<file path="src/rtl/json_token_serializer_if.sv">
// Token-in / byte-out / error-status bundle for json_token_serializer.
// The serializer takes the slave side and the token source takes the master side.
interface json_token_serializer_if #(parameter int NUM_W = 32);
  logic             tok_valid;
  logic             tok_ready;
  logic [3:0]       tok_type;
  logic [NUM_W-1:0] tok_data;
  logic             out_valid;
  logic             out_ready;
  logic [7:0]       out_data;
  logic             out_last;
  logic             err_valid;
  logic [2:0]       err_code;

  modport master (output tok_valid, tok_type, tok_data, out_ready,
                  input  tok_ready, out_valid, out_data, out_last, err_valid, err_code);
  modport slave  (input  tok_valid, tok_type, tok_data, out_ready,
                  output tok_ready, out_valid, out_data, out_last, err_valid, err_code);
endinterface

</file>
<file path="src/rtl/json_token_serializer.sv">
// Turns a JSON token stream into compact ASCII text, one byte per beat, with
// automatic separators, string escaping, decimal numbers and a bounded nesting stack.
//
// state    | meaning
// IDLE     | waiting for the next token
// SEP      | emitting ',' or ':' ahead of the pending token bytes
// LIT      | emitting a literal, quote or bracket from the ROM
// NUM_CONV | divide-by-10 loop filling the digit buffer
// NUM_EMIT | emitting digits, most significant first
// STR_ESC  | emitting a string byte, with a '\' prefix when needed
// ERR      | sticky error; no tokens accepted, no bytes emitted
module json_token_serializer #(
  parameter int MAX_DEPTH = 8,
  parameter int NUM_W     = 32
) (
  input  logic                   clk,
  input  logic                   rst_n,
  json_token_serializer_if.slave bus
);
  localparam int            DW    = $clog2(MAX_DEPTH + 1);
  localparam logic [DW-1:0] D_MAX = DW'(MAX_DEPTH);
  localparam logic [3:0] T_NUM = 4'd3, T_STR_BEGIN = 4'd4, T_STR_CHAR = 4'd5,
                         T_STR_END = 4'd6, T_OBJ_BEGIN = 4'd7, T_OBJ_END = 4'd8,
                         T_ARR_BEGIN = 4'd9, T_ARR_END = 4'd10;

  typedef enum logic [2:0] {S_IDLE, S_SEP, S_LIT, S_NUM_CONV, S_NUM_EMIT, S_STR_ESC, S_ERR} state_t;

  state_t           r_state, w_state_nx, r_after, w_after_nx;
  logic             r_init;
  logic [7:0]       r_sep, w_sep_nx, r_chr, w_chr_nx;
  logic [2:0]       r_sel, w_sel_nx, r_idx, w_idx_nx;
  logic             r_last, w_last_nx, r_esc, w_esc_nx;
  logic [NUM_W-1:0] r_quot, w_quot_nx, w_q10;
  logic [3:0]       r_dig [10];
  logic [3:0]       w_dig_nx [10];
  logic [3:0]       r_ndig, w_ndig_nx, w_digit, w_dig_cur;
  logic [MAX_DEPTH-1:0] r_obj, w_obj_nx, r_first, w_first_nx, r_expv, w_expv_nx;
  logic [DW-1:0]    r_depth, w_depth_nx, w_done_lvl;
  logic             r_in_str, w_in_str_nx, r_is_key, w_is_key_nx, r_root_done, w_root_done_nx;
  logic [2:0]       r_err_code, w_err_code_nx;
  logic             w_top_obj, w_top_first, w_top_expv;
  logic             w_is_val, w_bad, w_need_sep, w_val_done;
  logic [7:0]       w_sep_byte, w_out_data;
  logic             w_out_valid, w_out_last;
  state_t           w_emit;
  logic [3:0]       w_t;

  function automatic logic [7:0] lit_byte(input logic [2:0] sel, input logic [2:0] idx);
    logic [39:0] s;
    case (sel)
      3'd0:    s = {"null", 8'h00};
      3'd1:    s = {"true", 8'h00};
      3'd2:    s = "false";
      3'd3:    s = {8'h22, 32'h0};
      3'd4:    s = {8'h7B, 32'h0};
      3'd5:    s = {8'h7D, 32'h0};
      3'd6:    s = {8'h5B, 32'h0};
      default: s = {8'h5D, 32'h0};
    endcase
    return 8'(s >> (6'd32 - {idx, 3'b000}));
  endfunction

  function automatic logic [2:0] lit_len(input logic [2:0] sel);
    case (sel)
      3'd0, 3'd1: return 3'd4;
      3'd2:       return 3'd5;
      default:    return 3'd1;
    endcase
  endfunction

  assign w_t     = bus.tok_type;
  assign w_q10   = r_quot / NUM_W'(10);
  assign w_digit = 4'(r_quot % NUM_W'(10));

  always_comb begin
    w_top_obj = 1'b0; w_top_first = 1'b0; w_top_expv = 1'b0; w_dig_cur = 4'd0;
    for (int i = 0; i < MAX_DEPTH; i++) begin
      if (i == int'(r_depth) - 1) begin
        w_top_obj = r_obj[i]; w_top_first = r_first[i]; w_top_expv = r_expv[i];
      end
    end
    for (int i = 0; i < 10; i++) if (i == int'(r_ndig)) w_dig_cur = r_dig[i];
  end

  always_comb begin
    w_state_nx = r_state; w_after_nx = r_after; w_sep_nx = r_sep; w_sel_nx = r_sel;
    w_idx_nx = r_idx; w_last_nx = r_last; w_quot_nx = r_quot; w_dig_nx = r_dig;
    w_ndig_nx = r_ndig; w_chr_nx = r_chr; w_esc_nx = r_esc; w_obj_nx = r_obj;
    w_first_nx = r_first; w_expv_nx = r_expv; w_depth_nx = r_depth; w_in_str_nx = r_in_str;
    w_is_key_nx = r_is_key; w_root_done_nx = r_root_done; w_err_code_nx = r_err_code;
    w_out_valid = 1'b0; w_out_data = 8'h00; w_out_last = 1'b0;
    w_bad = 1'b0; w_need_sep = 1'b0; w_sep_byte = 8'h2C; w_val_done = 1'b0;
    w_done_lvl = r_depth; w_emit = S_LIT;
    w_is_val = (w_t <= T_ARR_BEGIN) && (w_t != T_STR_CHAR) && (w_t != T_STR_END) && (w_t != T_OBJ_END);
    case (r_state)
      S_IDLE: if (r_init && bus.tok_valid) begin
        if (r_in_str) begin
          w_bad = !(w_t == T_STR_CHAR || w_t == T_STR_END) ||
                  (w_t == T_STR_CHAR && bus.tok_data[7:0] < 8'h20);
        end else if (r_depth == '0) begin
          w_bad = !w_is_val;
        end else if (w_top_obj && !w_top_expv) begin
          w_bad      = !(w_t == T_STR_BEGIN || w_t == T_OBJ_END);
          w_need_sep = (w_t == T_STR_BEGIN) && !w_top_first;
        end else if (w_top_obj) begin
          w_bad = !w_is_val; w_need_sep = 1'b1; w_sep_byte = 8'h3A;
        end else begin
          w_bad      = !(w_is_val || w_t == T_ARR_END);
          w_need_sep = w_is_val && !w_top_first;
        end
        if (!r_in_str && r_depth == '0 && r_root_done) begin
          w_state_nx = S_ERR; w_err_code_nx = 3'd3;
        end else if (w_bad) begin
          w_state_nx = S_ERR; w_err_code_nx = 3'd1;
        end else if ((w_t == T_OBJ_BEGIN || w_t == T_ARR_BEGIN) && r_depth == D_MAX) begin
          w_state_nx = S_ERR; w_err_code_nx = 3'd5;
        end else begin
          // elements of an array and keys of an object consume the first-element slot
          if (!r_in_str && r_depth != '0 && w_is_val && !(w_top_obj && w_top_expv))
            for (int i = 0; i < MAX_DEPTH; i++) if (i == int'(r_depth) - 1) w_first_nx[i] = 1'b0;
          w_last_nx = 1'b0; w_idx_nx = 3'd0;
          case (w_t)
            T_NUM: begin
              w_quot_nx = bus.tok_data; w_ndig_nx = 4'd0; w_emit = S_NUM_CONV; w_val_done = 1'b1;
            end
            T_STR_BEGIN: begin
              w_sel_nx = 3'd3; w_in_str_nx = 1'b1;
              w_is_key_nx = (r_depth != '0) && w_top_obj && !w_top_expv;
            end
            T_STR_CHAR: begin
              w_chr_nx = bus.tok_data[7:0]; w_emit = S_STR_ESC;
              w_esc_nx = (bus.tok_data[7:0] == 8'h22) || (bus.tok_data[7:0] == 8'h5C);
            end
            T_STR_END: begin
              w_sel_nx = 3'd3; w_in_str_nx = 1'b0;
              if (r_is_key) begin
                for (int i = 0; i < MAX_DEPTH; i++) if (i == int'(r_depth) - 1) w_expv_nx[i] = 1'b1;
              end else w_val_done = 1'b1;
            end
            T_OBJ_BEGIN, T_ARR_BEGIN: begin
              w_sel_nx = (w_t == T_OBJ_BEGIN) ? 3'd4 : 3'd6;
              w_depth_nx = r_depth + DW'(1);
              for (int i = 0; i < MAX_DEPTH; i++) begin
                if (i == int'(r_depth)) begin
                  w_obj_nx[i] = (w_t == T_OBJ_BEGIN); w_first_nx[i] = 1'b1; w_expv_nx[i] = 1'b0;
                end
              end
            end
            T_OBJ_END, T_ARR_END: begin
              w_sel_nx = (w_t == T_OBJ_END) ? 3'd5 : 3'd7;
              w_depth_nx = r_depth - DW'(1); w_done_lvl = r_depth - DW'(1); w_val_done = 1'b1;
            end
            default: begin
              w_sel_nx = w_t[2:0]; w_val_done = 1'b1;
            end
          endcase
          if (w_val_done) begin
            if (w_done_lvl == '0) begin
              w_root_done_nx = 1'b1; w_last_nx = 1'b1;
            end else begin
              for (int i = 0; i < MAX_DEPTH; i++) if (i == int'(w_done_lvl) - 1) w_expv_nx[i] = 1'b0;
            end
          end
          w_sep_nx   = w_sep_byte;
          w_after_nx = w_emit;
          w_state_nx = w_need_sep ? S_SEP : w_emit;
        end
      end
      S_SEP: begin
        w_out_valid = 1'b1; w_out_data = r_sep;
        if (bus.out_ready) w_state_nx = r_after;
      end
      S_LIT: begin
        w_out_valid = 1'b1; w_out_data = lit_byte(r_sel, r_idx);
        w_out_last  = r_last && (r_idx == lit_len(r_sel) - 3'd1);
        if (bus.out_ready) begin
          if (r_idx == lit_len(r_sel) - 3'd1) w_state_nx = S_IDLE;
          else w_idx_nx = r_idx + 3'd1;
        end
      end
      S_NUM_CONV: begin
        for (int i = 0; i < 10; i++) if (i == int'(r_ndig)) w_dig_nx[i] = w_digit;
        w_quot_nx = w_q10;
        if (w_q10 == '0) w_state_nx = S_NUM_EMIT;
        else w_ndig_nx = r_ndig + 4'd1;
      end
      S_NUM_EMIT: begin
        w_out_valid = 1'b1; w_out_data = 8'h30 + {4'h0, w_dig_cur};
        w_out_last  = r_last && (r_ndig == 4'd0);
        if (bus.out_ready) begin
          if (r_ndig == 4'd0) w_state_nx = S_IDLE;
          else w_ndig_nx = r_ndig - 4'd1;
        end
      end
      S_STR_ESC: begin
        w_out_valid = 1'b1; w_out_data = r_esc ? 8'h5C : r_chr;
        if (bus.out_ready) begin
          if (r_esc) w_esc_nx = 1'b0;
          else w_state_nx = S_IDLE;
        end
      end
      default: ;
    endcase
  end

  always_ff @(posedge clk or negedge rst_n) begin
    if (!rst_n) begin
      r_state <= S_IDLE; r_after <= S_IDLE; r_init <= 1'b0; r_sep <= '0; r_chr <= '0;
      r_sel <= '0; r_idx <= '0; r_last <= 1'b0; r_esc <= 1'b0; r_quot <= '0; r_ndig <= '0;
      for (int i = 0; i < 10; i++) r_dig[i] <= '0;
      r_obj <= '0; r_first <= '0; r_expv <= '0; r_depth <= '0; r_in_str <= 1'b0;
      r_is_key <= 1'b0; r_root_done <= 1'b0; r_err_code <= '0;
    end else begin
      r_state <= w_state_nx; r_after <= w_after_nx; r_init <= 1'b1; r_sep <= w_sep_nx;
      r_chr <= w_chr_nx; r_sel <= w_sel_nx; r_idx <= w_idx_nx; r_last <= w_last_nx;
      r_esc <= w_esc_nx; r_quot <= w_quot_nx; r_ndig <= w_ndig_nx; r_dig <= w_dig_nx;
      r_obj <= w_obj_nx; r_first <= w_first_nx; r_expv <= w_expv_nx; r_depth <= w_depth_nx;
      r_in_str <= w_in_str_nx; r_is_key <= w_is_key_nx; r_root_done <= w_root_done_nx;
      r_err_code <= w_err_code_nx;
    end
  end

  assign bus.tok_ready = r_init && (r_state == S_IDLE);
  assign bus.out_valid = w_out_valid;
  assign bus.out_data  = w_out_data;
  assign bus.out_last  = w_out_last;
  assign bus.err_valid = (r_state == S_ERR);
  assign bus.err_code  = r_err_code;
endmodule
</file>
<file path="src/flat_wrapper.sv">
// flat-port wrapper written by rule: the top's interface ports become plain ports
module json_token_serializer_flat 
#(
  parameter int MAX_DEPTH = 8,
  parameter int NUM_W     = 32
)
  (clk, rst_n, bus_tok_valid, bus_tok_type, bus_tok_data, bus_out_ready, bus_tok_ready, bus_out_valid, bus_out_data, bus_out_last, bus_err_valid, bus_err_code);
  json_token_serializer_if #(.NUM_W(NUM_W)) bus_i ();
  input  logic clk;
  input  logic rst_n;
  input wire logic [$bits(bus_i.tok_valid)-1:0] bus_tok_valid;
  input wire logic [$bits(bus_i.tok_type)-1:0] bus_tok_type;
  input wire logic [$bits(bus_i.tok_data)-1:0] bus_tok_data;
  input wire logic [$bits(bus_i.out_ready)-1:0] bus_out_ready;
  output wire logic [$bits(bus_i.tok_ready)-1:0] bus_tok_ready;
  output wire logic [$bits(bus_i.out_valid)-1:0] bus_out_valid;
  output wire logic [$bits(bus_i.out_data)-1:0] bus_out_data;
  output wire logic [$bits(bus_i.out_last)-1:0] bus_out_last;
  output wire logic [$bits(bus_i.err_valid)-1:0] bus_err_valid;
  output wire logic [$bits(bus_i.err_code)-1:0] bus_err_code;
  assign bus_i.tok_valid = bus_tok_valid;
  assign bus_i.tok_type = bus_tok_type;
  assign bus_i.tok_data = bus_tok_data;
  assign bus_i.out_ready = bus_out_ready;
  assign bus_tok_ready = bus_i.tok_ready;
  assign bus_out_valid = bus_i.out_valid;
  assign bus_out_data = bus_i.out_data;
  assign bus_out_last = bus_i.out_last;
  assign bus_err_valid = bus_i.err_valid;
  assign bus_err_code = bus_i.err_code;
  json_token_serializer #(.MAX_DEPTH(MAX_DEPTH), .NUM_W(NUM_W)) u_core (.clk(clk), .rst_n(rst_n), .bus(bus_i));
endmodule
</file>
<file path="config.mk">
export PLATFORM = sky130hd
export DESIGN_NAME = json_token_serializer_flat
export DESIGN_NICKNAME = d
export VERILOG_FILES = /design/src/rtl/json_token_serializer_if.sv /design/src/rtl/json_token_serializer.sv /design/src/flat_wrapper.sv
export SDC_FILE = /design/constraint.sdc
export NUM_CORES = 1
export LEC_CHECK = 0
export ABC_AREA = 1
export BUFFER_PORTS_ARGS = -buffer_cell sky130_fd_sc_hd__buf_2
export CAP_MARGIN = 20
export CORE_ASPECT_RATIO = 0.6
export CORE_MARGIN = 4
export CORE_UTILIZATION = 65
export CTS_BUF_LIST = sky130_fd_sc_hd__clkbuf_16
export CTS_CLUSTER_DIAMETER = 150
export DETAILED_ROUTE_END_ITERATION = 6
export GPL_TIMING_DRIVEN = 1
export PLACE_DENSITY = 0.83
export RECOVER_POWER = 50
export SLEW_MARGIN = 20
export SYNTH_ARGS = -nofsm -noshare
export SYNTH_HDL_FRONTEND = slang
export SYNTH_SLANG_ARGS = --single-unit
export TNS_END_PERCENT = 30
</file>
<file path="constraint.sdc">
create_clock -name clk -period 20.4 [get_ports clk]
set_input_delay 0 -clock clk [delete_from_list [all_inputs] [get_ports clk]]
set_output_delay 0 -clock clk [all_outputs]
set_load 0.03 [all_outputs]
</file>
==> summary.txt <==
Floorplan
  – Top Ports: 55
  – Core area: about 16000 sq um
  – Standard-cell rows: 35
  – Starting Density: slightly below 70%
  – Die Span X: about 170 um
  – Die footprint: approximately 18000 sq um
  – Die H: ~110 um

STA
  – Worst slew pin tran: 4050 ps
  – Final setup TNS: 0 ps
  – RSZ-0062 raised after global routing: no
  – Fmax: about 88 MHz
  – Period utilization: 55.6%
  – Fin worst setup slack: 9060 ps
  – Worst Skew: ~11 ps
  – Final Max Tran Viols: around 190
  – Final worst path period need: about 11000 ps
  – Rel. slew slack: -170%
  – Fin. Hold Viols: 0
  – Final setup viols: 0

Critical path
  – Crit. End Element: flip-flop
  – Most used cell, CP: nand2_2
  – CP arrival: 11650 ps
  – Critical path endpoint: u_core.r_state[0]$_DFFE_PN0P_
  – Critical path buffers and inverters: 9
  – Critical path's largest stage delay: ~400 ps
  – WP data required: 20710 ps
  – Worst path depth: ~120
  – Worst R2R Start: u_core.r_quot[30]$_DFFE_PN0P_
  – Largest fanout on the critical path: 7
  – Critical Path Start Type: flip-flop
  – Worst R2R Setup Slack: ~9000 ps
  – FF-to-FF End: u_core.r_state[0]$_DFFE_PN0P_
  – Worst setup startpoint: u_core.r_quot[30]$_DFFE_PN0P_
  – Reg2Reg Depth: 118
  – Critical path class: reg -> reg
  – Crit path max-delay cell type: dfrtp_1
  – Crit-path leading delay family: simple AND/OR/NAND/NOR gates

Clock network
  – # hold bufs at CTS: 32
  – Cts repair resizes: 0
  – Longest Clk Path Bufs: 2
  – Total CTS buffers: 17
  – Post-CTS Setup Inserts: 0
  – CTS sink cnt: 136
  – CTS tree: yes
  – CTS clk-pin slew, worst paths: 60 ps
  – Htree depth: 4
  – Root Driver: clkbuf_16
  – Clk_lat worst skew: between 400 and 500 ps

GRT
  – Total track usage: 32.2%
  – Initial antenna violation count: 0
  – Vias in the first global route: roughly 10k
  – GR Overflow Total: 0
  – First-pass GRT wire length: 48.5 mm
  – Pin count of the biggest net entering global routing: 77

Yosys
  – Fraction of registers with async set/reset: 100%
  – Most used DFF post-synth: dfrtp_1
  – Yosys warning count: 0
  – Area share of the largest cell type after synthesis: 32.4%
  – Synth Net Count: about 1.6k
  – Post-synth cell types: 48
  – #FFs+latches synth: between 100 and 150
  – Post-synth EDFFs: 0
  – Largest area contributor in the netlist: dfrtp_1
  – Synthesized area per cell: between 6 and 7 sq um
  – Synth area leaders: dfrtp_1 (32%), nand2_1 (13%), inv_1 (7.2%)
  – Mapped Cells: ~1.6k
  – Register area share after synthesis: about a third
  – Post-Syn Area: 10500 sq um

Drt
  – Via density per instance: 5.90
  – First-pass DRT Iterations: 7
  – Vias: 11.0k
  – DR iter-0 viols: about 1.6k
  – Avg WL per Cell: 15.4 um
  – DRC Markers: 0
  – Post-Route WL: about 29 mm
  – Routed Antenna Nets: 0

Min path
  – Hold Path Class: in -> reg

Placement
  – Port-buffer cells: 54
  – Pre-CTS WS: roughly 9400 ps
  – Placer congestion estimate: around 0.98
  – Hpwl dp: between 20 and 25 mm

Status
  – Failing checks: capacitance limit, slew limit
  – Status: finished with violations

Finish
  – Filler cells: 1171
  – Diode count: 0
  – Area growth syn-to-layout: 13.8%
  – Fin nets: approximately 1.7k
  – Layout cells sized above 1: between 10% and 20%

Job
  – Max_cap viols: 3
[cell usage after synthesis (all sizes together), types with 6 or more instances]
cell / count
a21oi: 41
a31oi: 7
clkbuf: 21
dfrtp: 136
ha: 12
inv: 239
nand2: 490
nand3: 178
nand4: 18
nor2: 131
nor3: 28
nor4: 7
o211ai: 16
o21ai: 158
o22ai: 28
o311ai: 6
xor2: 6
[final cells by class]
type	count	area [sq um]	share of cell area, %
clock inverters	13	229	1.92
repair buffers	92	622	5.21
inverters	244	918	7.69
flip-flops and latches	136	3400	28.5
well taps	203	254	2.13
multi-input cells	1163	6090	51.0
clock buffers	17	425	3.56
[how the worst min path moves through the flow]
stage                      from                            endpoint  slack, ps  cells past startpoint
2_1_floorplan             rst_n  u_core.bus.err_code[0]$_DFFE_PN0P_       -300                      0
3_3_place_gp              rst_n         u_core.r_idx[0]$_DFFE_PN0P_         10                      1
3_5_place_dp              rst_n         u_core.r_idx[0]$_DFFE_PN0P_         20                      1
4_1_cts        bus_tok_data[24]       u_core.r_quot[24]$_DFFE_PN0P_          1                      3
5_1_grt        bus_tok_data[24]       u_core.r_quot[24]$_DFFE_PN0P_         50                      3
6_report       bus_tok_data[24]       u_core.r_quot[24]$_DFFE_PN0P_         20                      3
[routing by layer]
| layer | GRT usage (%) | share of wire (%) | vias up | wire, um |
|---|---|---|---|---|
| met5 | 0 | 0 | - | 0 |
| met3 | 7.17 | 11 | 47 | 3160 |
| li1 | - | - | 5316 | - |
| met4 | 7.46 | 1.5 | 0 | 421 |
| met2 | 46.2 | 41 | 635 | 11900 |
| met1 | 49.3 | 46 | 5025 | 13300 |
[sequential cells by signal (all words and copies together), names as in the netlist, 3 cells and up]
register	cells
u_core.r_depth	4
u_core.r_first	8
u_core.r_dig	40
u_core.r_state	3
u_core.r_after	3
u_core.r_chr	8
u_core.r_expv	8
u_core.r_quot	32
u_core.r_obj	8
u_core.r_idx	3
u_core.r_ndig	4
u_core.r_sep	3
u_core.bus.err_code	3
u_core.r_sel	3
[worst min-delay path, delay by kind of cell]
kind | cells | cell delay (ps)
buffers and inverters | 1 | 80
AO/OA/AOI/OAI | 2 | 310
[through the flow]
stage	instance area (sq um)	hold WS [ps]	cells	utilization, %
6_report	11900	24.5	1868	76.6
5_1_grt	11900	45.4	1868	76.6
4_1_cts	12000	1.01	1868	76.7
3_5_place_dp	11000	19.2	1806	70.5
3_3_place_gp	11000	14.1	1806	70.5
2_1_floorplan	10500	-296	1565	-
[placed cells by master, fill, tap and decap left out, types with 7 or more instances in the layout]
| master | n |
|---|---|
| a21oi_1 | 41 |
| a31oi_1 | 7 |
| buf_2 | 49 |
| clkbuf_1 | 7 |
| clkbuf_16 | 17 |
| dfrtp_1 | 136 |
| dlygate4sd3_1 | 32 |
| ha_1 | 12 |
| inv_1 | 200 |
| inv_2 | 38 |
| nand2_1 | 371 |
| nand2_2 | 83 |
| nand2_4 | 36 |
| nand3_1 | 148 |
| nand3_2 | 29 |
| nand4_1 | 17 |
| nor2_1 | 131 |
| nor3_1 | 27 |
| nor4_1 | 7 |
| o211ai_1 | 15 |
| o21ai_0 | 141 |
| o21ai_1 | 11 |
| o22ai_1 | 28 |
[kinds of logic (layout without fill, tap and decap cells)]
kind of cell / Yosys count / in the layout / synth area share (%)
AO/OA/AOI/OAI: 283 / 283 / 15.6
buffers and inverters: 266 / 366 / 9.54
other: 1 / 1 / 0.0357
XOR/XNOR: 8 / 8 / 0.668
flip-flops: 136 / 136 / 32.4
adder cells (fa/ha/maj): 13 / 13 / 1.62
AND/OR/NAND/NOR: 858 / 858 / 40.1
Power is left out: the tool's default activity adds up to more than one toggle a clock period on the data nets, which glitch-free logic cannot reach.
